**src/rtl/muldiv_sequencer.sv**
```systemverilog
// Iterative RV32M multiply/divide unit: radix-2 shift-add multiplier and
// restoring divider, one iteration per cycle, with sign fix-up and the
// divide-by-zero / signed-overflow special cases resolved at start.
module muldiv_sequencer #(
    parameter int unsigned WIDTH = 32
) (
    input  logic             clk,
    input  logic             rst,
    input  logic             enable,
    input  logic [2:0]       command,
    input  logic [WIDTH-1:0] src1,
    input  logic [WIDTH-1:0] src2,
    input  logic             flush,
    output logic             busy,
    output logic             done,
    output logic [WIDTH-1:0] result
);

    localparam int unsigned CntWidth  = $clog2(WIDTH);
    localparam int unsigned ProdWidth = 2 * WIDTH;
    localparam int unsigned AccWidth  = 2 * WIDTH + 1;

    localparam logic [CntWidth-1:0] LastIter = CntWidth'(WIDTH - 1);
    localparam logic [WIDTH-1:0]    MostNeg  = {1'b1, {(WIDTH-1){1'b0}}};
    localparam logic [WIDTH-1:0]    AllOnes  = '1;

    localparam logic [2:0] CmdMul    = 3'd0;
    localparam logic [2:0] CmdMulh   = 3'd1;
    localparam logic [2:0] CmdMulhsu = 3'd2;
    localparam logic [2:0] CmdMulhu  = 3'd3;
    localparam logic [2:0] CmdDiv    = 3'd4;
    localparam logic [2:0] CmdDivu   = 3'd5;
    localparam logic [2:0] CmdRem    = 3'd6;
    localparam logic [2:0] CmdRemu   = 3'd7;

    typedef enum logic [1:0] {
        StIdle = 2'd0,
        StRun  = 2'd1,
        StDone = 2'd2
    } stateT;

    stateT state;
    stateT stateNext;

    logic [CntWidth-1:0] counter;
    logic [2:0]          cmdReg;
    logic                negResult;
    logic [AccWidth-1:0] acc;        // mul: {carry, high, multiplier}; div: {0, remainder, quotient}
    logic [WIDTH-1:0]    opB;        // multiplicand or divisor magnitude

    // Start-time decode of the incoming command and operands
    logic             isDivCmd;
    logic             isRemCmd;
    logic             sign1;
    logic             sign2;
    logic [WIDTH-1:0] mag1;
    logic [WIDTH-1:0] mag2;
    logic             negStart;
    logic             special;
    logic [WIDTH-1:0] specialResult;
    logic [AccWidth-1:0] accStart;
    logic [WIDTH-1:0] opBStart;

    // Per-iteration datapath and final result formatting
    logic [WIDTH:0]      mulSum;
    logic [AccWidth-1:0] mulNext;
    logic [WIDTH:0]      divShift;
    logic [WIDTH:0]      divTrial;
    logic [AccWidth-1:0] divNext;
    logic [AccWidth-1:0] accIter;
    logic [ProdWidth-1:0] product;
    logic [ProdWidth-1:0] productSigned;
    logic [WIDTH-1:0]    quotient;
    logic [WIDTH-1:0]    remainder;
    logic [WIDTH-1:0]    finalResult;

    // FSM controls
    logic startOp;
    logic iterStep;
    logic finishOp;

    // Decode operands: signedness, magnitudes, negate flag and special cases
    always_comb begin
        isDivCmd      = command[2];
        isRemCmd      = command[2] & command[1];
        sign1         = 1'b0;
        sign2         = 1'b0;
        special       = 1'b0;
        specialResult = '0;

        if ((command == CmdMulh) || (command == CmdMulhsu) ||
            (command == CmdDiv)  || (command == CmdRem)) begin
            sign1 = src1[WIDTH-1];
        end
        if ((command == CmdMulh) || (command == CmdDiv) || (command == CmdRem)) begin
            sign2 = src2[WIDTH-1];
        end

        mag1     = sign1 ? (~src1 + WIDTH'(1)) : src1;
        mag2     = sign2 ? (~src2 + WIDTH'(1)) : src2;
        negStart = isRemCmd ? sign1 : (sign1 ^ sign2);

        if (isDivCmd && (src2 == '0)) begin
            special       = 1'b1;
            specialResult = isRemCmd ? src1 : AllOnes;
        end else if (((command == CmdDiv) || (command == CmdRem)) &&
                     (src1 == MostNeg) && (src2 == AllOnes)) begin
            special       = 1'b1;
            specialResult = isRemCmd ? '0 : MostNeg;
        end

        accStart = {{(WIDTH+1){1'b0}}, (isDivCmd ? mag1 : mag2)};
        opBStart = isDivCmd ? mag2 : mag1;
    end

    // One shift-add or restoring-divide step, plus sign fix-up of the outcome
    always_comb begin
        mulSum  = acc[2*WIDTH:WIDTH] + {1'b0, opB};
        mulNext = acc[0] ? {1'b0, mulSum, acc[WIDTH-1:1]}
                         : {1'b0, acc[2*WIDTH:WIDTH], acc[WIDTH-1:1]};

        divShift = {acc[2*WIDTH-1:WIDTH], acc[WIDTH-1]};
        divTrial = divShift - {1'b0, opB};
        divNext  = divTrial[WIDTH] ? {1'b0, divShift[WIDTH-1:0], acc[WIDTH-2:0], 1'b0}
                                   : {1'b0, divTrial[WIDTH-1:0], acc[WIDTH-2:0], 1'b1};

        accIter = cmdReg[2] ? divNext : mulNext;

        product       = accIter[ProdWidth-1:0];
        productSigned = negResult ? (~product + ProdWidth'(1)) : product;
        quotient      = accIter[WIDTH-1:0];
        remainder     = accIter[2*WIDTH-1:WIDTH];

        case (cmdReg)
            CmdMul:                       finalResult = productSigned[WIDTH-1:0];
            CmdMulh, CmdMulhsu, CmdMulhu: finalResult = productSigned[ProdWidth-1:WIDTH];
            CmdDiv, CmdDivu:              finalResult = negResult ? (~quotient + WIDTH'(1)) : quotient;
            CmdRem, CmdRemu:              finalResult = negResult ? (~remainder + WIDTH'(1)) : remainder;
            default:                      finalResult = '0;
        endcase
    end

    // Next-state and datapath control; flush aborts everything
    always_comb begin
        stateNext = state;
        startOp   = 1'b0;
        iterStep  = 1'b0;
        finishOp  = 1'b0;

        case (state)
            StIdle: begin
                if (enable && !flush) begin
                    startOp   = 1'b1;
                    stateNext = special ? StDone : StRun;
                end
            end
            StRun: begin
                if (flush) begin
                    stateNext = StIdle;
                end else begin
                    iterStep = 1'b1;
                    if (counter == LastIter) begin
                        finishOp  = 1'b1;
                        stateNext = StDone;
                    end
                end
            end
            StDone: begin
                stateNext = StIdle;
            end
            default: begin
                stateNext = StIdle;
            end
        endcase
    end

    // State register
    always_ff @(posedge clk) begin
        if (rst) begin
            state <= StIdle;
        end else begin
            state <= stateNext;
        end
    end

    // Operand latch, iteration registers and result register
    always_ff @(posedge clk) begin
        if (rst) begin
            counter   <= '0;
            cmdReg    <= CmdMul;
            negResult <= 1'b0;
            acc       <= '0;
            opB       <= '0;
            result    <= '0;
        end else begin
            if (startOp) begin
                counter   <= '0;
                cmdReg    <= command;
                negResult <= negStart;
                acc       <= accStart;
                opB       <= opBStart;
                if (special) begin
                    result <= specialResult;
                end
            end
            if (iterStep) begin
                acc     <= accIter;
                counter <= counter + CntWidth'(1);
            end
            if (finishOp) begin
                result <= finalResult;
            end
        end
    end

    assign busy = (state != StIdle);
    assign done = (state == StDone) && !flush && !rst;

endmodule

```
**config.mk**
```make
export PLATFORM = sky130hd
export DESIGN_NAME = muldiv_sequencer
export DESIGN_NICKNAME = d
export VERILOG_FILES = /design/src/rtl/muldiv_sequencer.sv
export SDC_FILE = /design/constraint.sdc
export NUM_CORES = 1
export LEC_CHECK = 0
export CAP_MARGIN = 20
export CORE_MARGIN = 2
export CORE_UTILIZATION = 56
export CTS_CLUSTER_SIZE = 28
export DETAILED_ROUTE_END_ITERATION = 6
export PLACE_DENSITY = 0.75
export RECOVER_POWER = 25
export SLEW_MARGIN = 10
export SYNTH_ARGS = -nofsm -noshare
export SYNTH_HDL_FRONTEND = slang
export SYNTH_SLANG_ARGS = --single-unit
```
**constraint.sdc**
```tcl
create_clock -name clk -period 4.9 [get_ports clk]
set_input_delay 1.47 -clock clk [delete_from_list [all_inputs] [get_ports clk]]
set_output_delay 1.47 -clock clk [all_outputs]
set_load 0.1 [all_outputs]
```
==> results of run 1 <==
==> layout make-up <==
| cell class | count | area share |
|---|---|---|
| clock inverter | 13 | 0.00735 |
| sequential | 139 | 0.143 |
| clock buffer | 19 | 0.0226 |
| tap | 378 | 0.0242 |
| timing repair buffer | 371 | 0.159 |
| multi-input combinational | 1899 | 0.631 |
| inverter | 69 | 0.0132 |
==> per-stage QoR <==
stage | hold WS (ns) | total power, mW | instances | area [sq um] | utilization
6_report | 0.480 | 4.35 | 2888 | 19600 | 0.708
5_1_grt | 0.505 | 4.49 | 2888 | 19600 | 0.708
4_1_cts | 0.483 | 4.21 | 2880 | 19300 | 0.698
3_5_place_dp | 0.474 | 2.88 | 2844 | 18600 | 0.674
3_3_place_gp | 0.464 | 2.86 | 2844 | 18600 | 0.674
2_1_floorplan | 0.449 | 2.21 | 2250 | 15700 | -
==> cells in the mapped netlist, drive strengths merged (12+ instances only) <==
master / number / share of area
nand2: 201 / 0.049
clkbuf: 112 / 0.027
and3: 20 / 0.0080
nand4: 30 / 0.012
a21o: 29 / 0.014
mux2: 27 / 0.019
dfxtp: 139 / 0.18
o41ai: 12 / 0.0067
buf: 31 / 0.0091
mux2i: 32 / 0.021
a31oi: 36 / 0.014
ha: 71 / 0.057
nand3: 31 / 0.0099
o31ai: 27 / 0.013
a221oi: 17 / 0.0095
nor3: 71 / 0.023
a211oi: 63 / 0.030
o21a: 21 / 0.010
or2: 14 / 0.0056
and2: 14 / 0.0056
nor4: 31 / 0.014
a22oi: 56 / 0.027
xnor2: 91 / 0.051
a21oi: 234 / 0.075
nand2b: 12 / 0.0053
nor2: 275 / 0.066
nor2b: 19 / 0.0076
inv: 68 / 0.016
o211ai: 66 / 0.032
o21ai: 163 / 0.053
xor2: 60 / 0.034
or3: 29 / 0.012
==> routing by layer <==
metal | track usage | vias to the layer above | routed length (um)
met5 | 0 | - | 0
met4 | 0.351 | 0 | 6160
met3 | 0.0911 | 362 | 7600
met2 | 0.742 | 1441 | 31000
met1 | 0.555 | 9185 | 25300
li1 | - | 8877 | -
==> worst max path at each step <==
stage / startpoint / endpoint / slack [ns] / cells past startpoint
after floorplan: acc[31] / result[10] / 0.06 / 24
after global placement: opB[25] / result[10] / -0.09 / 22
after detailed placement: opB[25] / result[14] / -0.23 / 21
after CTS: acc[31] / result[31] / -0.006 / 21
after global routing: acc[31] / result[22] / -0.35 / 23
final: acc[31] / result[27] / -0.20 / 21
==> power breakdown <==
part           switching, mW  leakage [nW]  internal (mW)
registers             0.0457          1.13           1.17
logic                   1.10          6.32          0.702
clock network          0.574         0.276          0.764
total                   1.71          7.73           2.63
==> cell usage in the layout (no fill, tap or decap), drive strengths merged, types with 27 or more instances in the layout <==
master,count
nor2,275
buf,268
a21oi,234
nand2,201
o21ai,163
dfxtp,139
xnor2,91
clkdlybuf4s50,77
nor3,71
ha,71
inv,69
o211ai,66
a211oi,63
xor2,60
a22oi,56
a31oi,36
mux2i,32
nand3,31
nor4,31
nand4,30
a21o,29
or3,29
mux2,27
o31ai,27
==> state kept, by name, indices dropped and copies added, names as in the netlist <==
name,flops
opB,32
acc,64
state,2
negResult,1
result,32
cmdReg,3
counter,5
==> kinds of logic (layout without fill, tap and decap cells) <==
logic type | after synthesis | after routing | share of synthesized area
AO/OA/AOI/OAI | 825 | 825 | 0.343
XOR/XNOR | 151 | 151 | 0.0848
flip-flops | 139 | 139 | 0.178
multiplexers | 59 | 59 | 0.0400
AND/OR/NAND/NOR | 791 | 791 | 0.241
buffers and inverters | 212 | 472 | 0.0527
adder cells (fa/ha/maj) | 73 | 73 | 0.0595
==> worst min-delay path, stage by stage, from the launching register on <==
cell and delay [ns]:
sky130_fd_sc_hd__dfxtp_1 0.33, sky130_fd_sc_hd__nand2_1 0.06, sky130_fd_sc_hd__a21oi_1 0.05
==> repair_timing <==
action	4_1_cts	5_1_grt
endpoints found under the setup margin	16	29
buffers inserted	4	9
pin swaps	9	40
resized for setup	12	59
==> results.txt, run 1 <==
Fill count: 2,368
Total number of H-tree levels: 4
Final setup margin: -0.200 ns
Antenna Diode Count: 0
Number of buffers and inverters on the critical path: 6
Most used flip-flop cell after synthesis: sky130_fd_sc_hd__dfxtp_1
Area growth from synthesis to layout: 25.5%
Syn Area/Cell: 6.93 sq um
Worst supply voltage drop on vdd: 0.265 mV
Wire length per cell after detailed routing: 24.2 um
Vertical die dimension: 171 um
Final setup violating endpoints: 12
Source-to-sink clock delay at the later pin of the worst-skew pair: 0.45 ns
Final cycle utilization of the critical path: 1.04
Reg-to-reg endpoint: result[27]
Die outline width: 171 um
Crit Reg-Reg Startpoint: acc[31]
F_max: 196 MHz
CTS Buffer Depth: 2
Cts-stage hold buffer count: 0
Standard cell with the maximum stage delay on the critical path: sky130_fd_sc_hd__a2111oi_1
Hold WC Path Type: register to register
Worst slew slack as a fraction of its limit: -0.175
Register clock-pin slew on the reported worst setup and hold paths: 0.07 ns
Cell mode on critical path: sky130_fd_sc_hd__buf_4
Slew at the pin closest to its max-slew limit: 1.76 ns
Kind of end point of the critical path: register
R2R depth: 21
Post-synthesis cell count: 2,250
Final number of max-transition violations: 26
Share of synthesized area occupied by flip-flops and latches: 0.178
Clock tree from TritonCTS: yes
Unrepaired setup endpoints after global routing: yes
Area of the multi-input gates: 12,400 sq um
Pin count of the biggest net entering global routing: 94
HPWL after detailed placement: 54.2 mm
Syn Nets: 2,394
Yosys Warn Count: 0
Violated checks: design-rule violations, max-capacitance violations, max-slew violations, negative setup slack
Final weighted congestion in routability-driven placement: 1.06
Data arrival time of the critical path: 5.42 ns
Aggregate routed wire length: 70.0 mm
Ordered list of cells on the worst path: inv_2 > ha_4 > inv_2 > fa_2 > a211oi_4 > nor3_2 > o21ai_2 > a2111oi_4 > buf_4 > buf_4 > o21ai_1 > nand2_2 > buf_12 > and3_1 > a311oi_1 > nand4_1 > buf_4 > o31ai_1 > xnor2_1 > a22oi_1 > a2111oi_1
Cell Area, Synth: 15,600 sq um
Data required time at the worst endpoint: 5.22 ns
Status: finished, violations left
Master cell of the clock root buffer: sky130_fd_sc_hd__clkbuf_16
Count of unresolved DRC violations after routing: 2
Count of input and output buffers: 104
Maximum clock skew at final layout: 0.0129 ns
Number of cell rows: 61
Launch instance of the worst min-delay path: opB[20]
NumNets Final: 2,641
Count of flip-flops with a built-in enable after synthesis: 0
Boundary Pins: 105
Wire length of the first global-routing pass: 104 mm
DP Worst Slack: -0.234 ns
Final Hold Violating Endpoints: 0
Initial antenna violation count: 0
Power density cells: 222 nW/um^2
Max-cap viol count: 1
Reg2Reg Setup Slack: -0.20 ns
Placeable core region: 27,600 sq um
Via count of the first global-routing pass: 18,000
Footprint of the flip-flops and latches: 2790 sq um
GRT Overall Usage: 0.466
Die area: 29,200 sq um
Async SR Flop Fraction: 0
Number of unique standard cell types used by synthesis: 92
Synthesized flop and latch total: 139
Fraction of layout instances using a drive strength above 1: 0.175
Number of violations reported at the end of detailed-routing iteration 0: 2,547
Number of search-and-repair iterations in the first detailed-routing pass: 7
Routed vias: 19,900
Leakage Power: 7.73 nW
Number of antenna-violating nets in the routed design: 0
Sum Neg Setup Slack: -1.38 ns
Minimum clock period after layout: 5.10 ns
TritonCTS buffer count: 17
Number of vias per cell after detailed routing: 6.88
Worst Hold End: opB[20]
Kind of cell with the highest combined delay on the critical path: compound AO/OA/AOI/OAI gates
Hold depth: 2
Element type at the critical path start: register
Overflow left after global routing: 0
Delay of the slowest cell on the worst path: 0.48 ns
Clock sink count: 139
Highest fanout seen on the critical path: 10
Starting density of the core: 0.565
Kind of critical path: register to register
No activity file was read; power rests on OpenSTA's default activity.
==> run 2, diff against run 1 <==
SKIP_CTS_REPAIR_TIMING = 1   (was unset)
==> results.txt, run 2 (same netlist as run 1, synthesis figures left out) <==
Status: finished, violations left
Violated checks: max-capacitance violations, max-slew violations, negative setup slack
Share of the core filled with cells in the final layout: 0.712
Aggregate routed wire length: 69.9 mm
Minimum clock period after layout: 5.22 ns
R2R depth: 20
Die outline width: 171 um
Source-to-sink clock delay at the later pin of the worst-skew pair: 0.46 ns
Maximum clock skew at final layout: 0.0123 ns
Starting density of the core: 0.565
Final Hold Violating Endpoints: 0
Number of vias per cell after detailed routing: 6.86
Number of antenna-violating nets in the routed design: 0
Count of input and output buffers: 104
Number of cell rows: 61
Element type at the critical path start: register
Delay of the slowest cell on the worst path: 0.53 ns
Count of unresolved DRC violations after routing: 0
Total number of H-tree levels: 4
Overflow left after global routing: 0
Data required time at the worst endpoint: 5.27 ns
Hold WC Path Type: register to register
Standard cell with the maximum stage delay on the critical path: sky130_fd_sc_hd__o31ai_2
Unrepaired setup endpoints after global routing: yes
Number of buffers and inverters on the critical path: 3
Highest fanout seen on the critical path: 8
Final number of max-transition violations: 74
Boundary Pins: 105
Leading cell type in the layout, fill and taps excluded: sky130_fd_sc_hd__nor2_1
Wire length per cell after detailed routing: 24.2 um
Number of violations reported at the end of detailed-routing iteration 0: 2,621
Area growth from synthesis to layout: 26.0%
Worst slew slack as a fraction of its limit: -0.484
Kind of end point of the critical path: register
Vertical die dimension: 171 um
Initial antenna violation count: 0
GRT Overall Usage: 0.464
Register clock-pin slew on the reported worst setup and hold paths: 0.07 ns
Clock tree from TritonCTS: yes
Placeable core region: 27,600 sq um
Top Registers: acc x64, opB x32, result x32
Data arrival time of the critical path: 5.58 ns
F_max: 192 MHz
Fraction of layout instances using a drive strength above 1: 0.177
Kind of cell with the highest combined delay on the critical path: compound AO/OA/AOI/OAI gates
Die area: 29,200 sq um
Sum Neg Setup Slack: -5.88 ns
Master cell of the clock root buffer: sky130_fd_sc_hd__clkbuf_16
Power density cells: 222 nW/um^2
Clock sink count: 139
Worst supply voltage drop on vdd: 0.272 mV
Final setup violating endpoints: 67
Max-cap viol count: 2
TritonCTS buffer count: 17
Leakage Power: 7.77 nW
CTS Buffer Depth: 2
Final setup margin: -0.316 ns
Final cycle utilization of the critical path: 1.06
HPWL after detailed placement: 54.2 mm
Via count of the first global-routing pass: 17,900
Hold depth: 2
Antenna Diode Count: 0
Flip-flop count of the largest register, all copies and words added: 64
NumNets Final: 2,639
Routed vias: 19,800
Critical path depth in cells: 20
Number of search-and-repair iterations in the first detailed-routing pass: 6
Number of cells after detailed placement: 2,844
Register containing the most flip-flops in the final layout: acc
Post-route total power: 4.37 mW
Slew at the pin closest to its max-slew limit: 2.23 ns
Most frequent cells in the layout: sky130_fd_sc_hd__nor2_1 (270), sky130_fd_sc_hd__buf_4 (254), sky130_fd_sc_hd__a21oi_1 (223)
Number of standard cells in the final layout excluding fillers: 2,886
Final weighted congestion in routability-driven placement: 1.06
Wire length of the first global-routing pass: 104 mm
Ordered list of cells on the worst path: inv_1 > ha_1 > nand4_1 > o31ai_2 > buf_4 > o21a_1 > nor3_4 > a21oi_2 > ha_2 > o211ai_1 > or3_4 > or4_4 > o21a_4 > a21o_1 > nor3_4 > inv_2 > o41ai_2 > xnor2_1 > o211ai_1 > a211oi_1
Kind of critical path: register to register
Pin count of the biggest net entering global routing: 94
-- run 2: cell types whose count changed in the layout (fill, tap and decap cells not counted), moves of 3 or more --
cell	previous run	this run
sky130_fd_sc_hd__o21ai_0	152	146
sky130_fd_sc_hd__buf_4	259	254
sky130_fd_sc_hd__ha_1	65	69
sky130_fd_sc_hd__o21ai_1	8	12
sky130_fd_sc_hd__xnor2_1	90	86
sky130_fd_sc_hd__xnor2_2	1	5
sky130_fd_sc_hd__buf_6	2	5
sky130_fd_sc_hd__ha_2	4	1
sky130_fd_sc_hd__nor2_4	1	4
sky130_fd_sc_hd__nor3_4	1	4
-- run 2: worst paths after layout --
check | from | to | slack, ns
worst min register to register | opB[20] | opB[20] | 0.48
worst max-delay path | opB[29] | result[22] | -0.32
worst min-delay path | opB[20] | opB[20] | 0.48
worst max register to register | opB[29] | result[22] | -0.32
-- run 2: area by class of cell --
class | instances | area (sq um)
clock buffers | 19 | 443
clock inverters | 13 | 144
fillers | 2369 | 7960
inverters | 69 | 259
multi-input cells | 1899 | 12400
flip-flops and latches | 139 | 2790
well taps | 378 | 473
repair buffers | 369 | 3110
-- run 2: through the flow --
stage / setup slack, ns / cell area (sq um) / hold slack (ns)
finish: -0.316 / 19700 / 0.482
global route: -0.516 / 19700 / 0.505
CTS: -0.329 / 19200 / 0.483
detailed placement: -0.234 / 18600 / 0.474
global placement: -0.0852 / 18600 / 0.464
floorplan: 0.0616 / 15700 / 0.449
-- run 2: worst register-to-register path, stage by stage (launching register included) --
cell and delay, ns:
sky130_fd_sc_hd__dfxtp_1 0.33, sky130_fd_sc_hd__inv_1 0.05, sky130_fd_sc_hd__ha_1 0.41, sky130_fd_sc_hd__nand4_1 0.39
sky130_fd_sc_hd__o31ai_2 0.53, sky130_fd_sc_hd__buf_4 0.24, sky130_fd_sc_hd__o21a_1 0.20, sky130_fd_sc_hd__nor3_4 0.06
sky130_fd_sc_hd__a21oi_2 0.16, sky130_fd_sc_hd__ha_2 0.22, sky130_fd_sc_hd__o211ai_1 0.12, sky130_fd_sc_hd__or3_4 0.43
sky130_fd_sc_hd__or4_4 0.45, sky130_fd_sc_hd__o21a_4 0.22, sky130_fd_sc_hd__a21o_1 0.20, sky130_fd_sc_hd__nor3_4 0.17
sky130_fd_sc_hd__inv_2 0.08, sky130_fd_sc_hd__o41ai_2 0.34, sky130_fd_sc_hd__xnor2_1 0.17, sky130_fd_sc_hd__o211ai_1 0.12
sky130_fd_sc_hd__a211oi_1 0.26
-- run 2: routing by layer --
metal  up-vias  part of all wire  GRT usage  wire length [um]
met5         -                 0          0                 0
met2      1406              0.44      0.738             30600
li1       8878                 -          -                 -
met3       380              0.10     0.0849              7090
met4         0             0.093      0.352              6510
met1      9128              0.37      0.556             25800
-- run 2: power breakdown --
group	internal, mW	total, mW	switching (mW)
logic	0.713	1.81	1.10
clock network	0.764	1.34	0.579
registers	1.17	1.21	0.0442
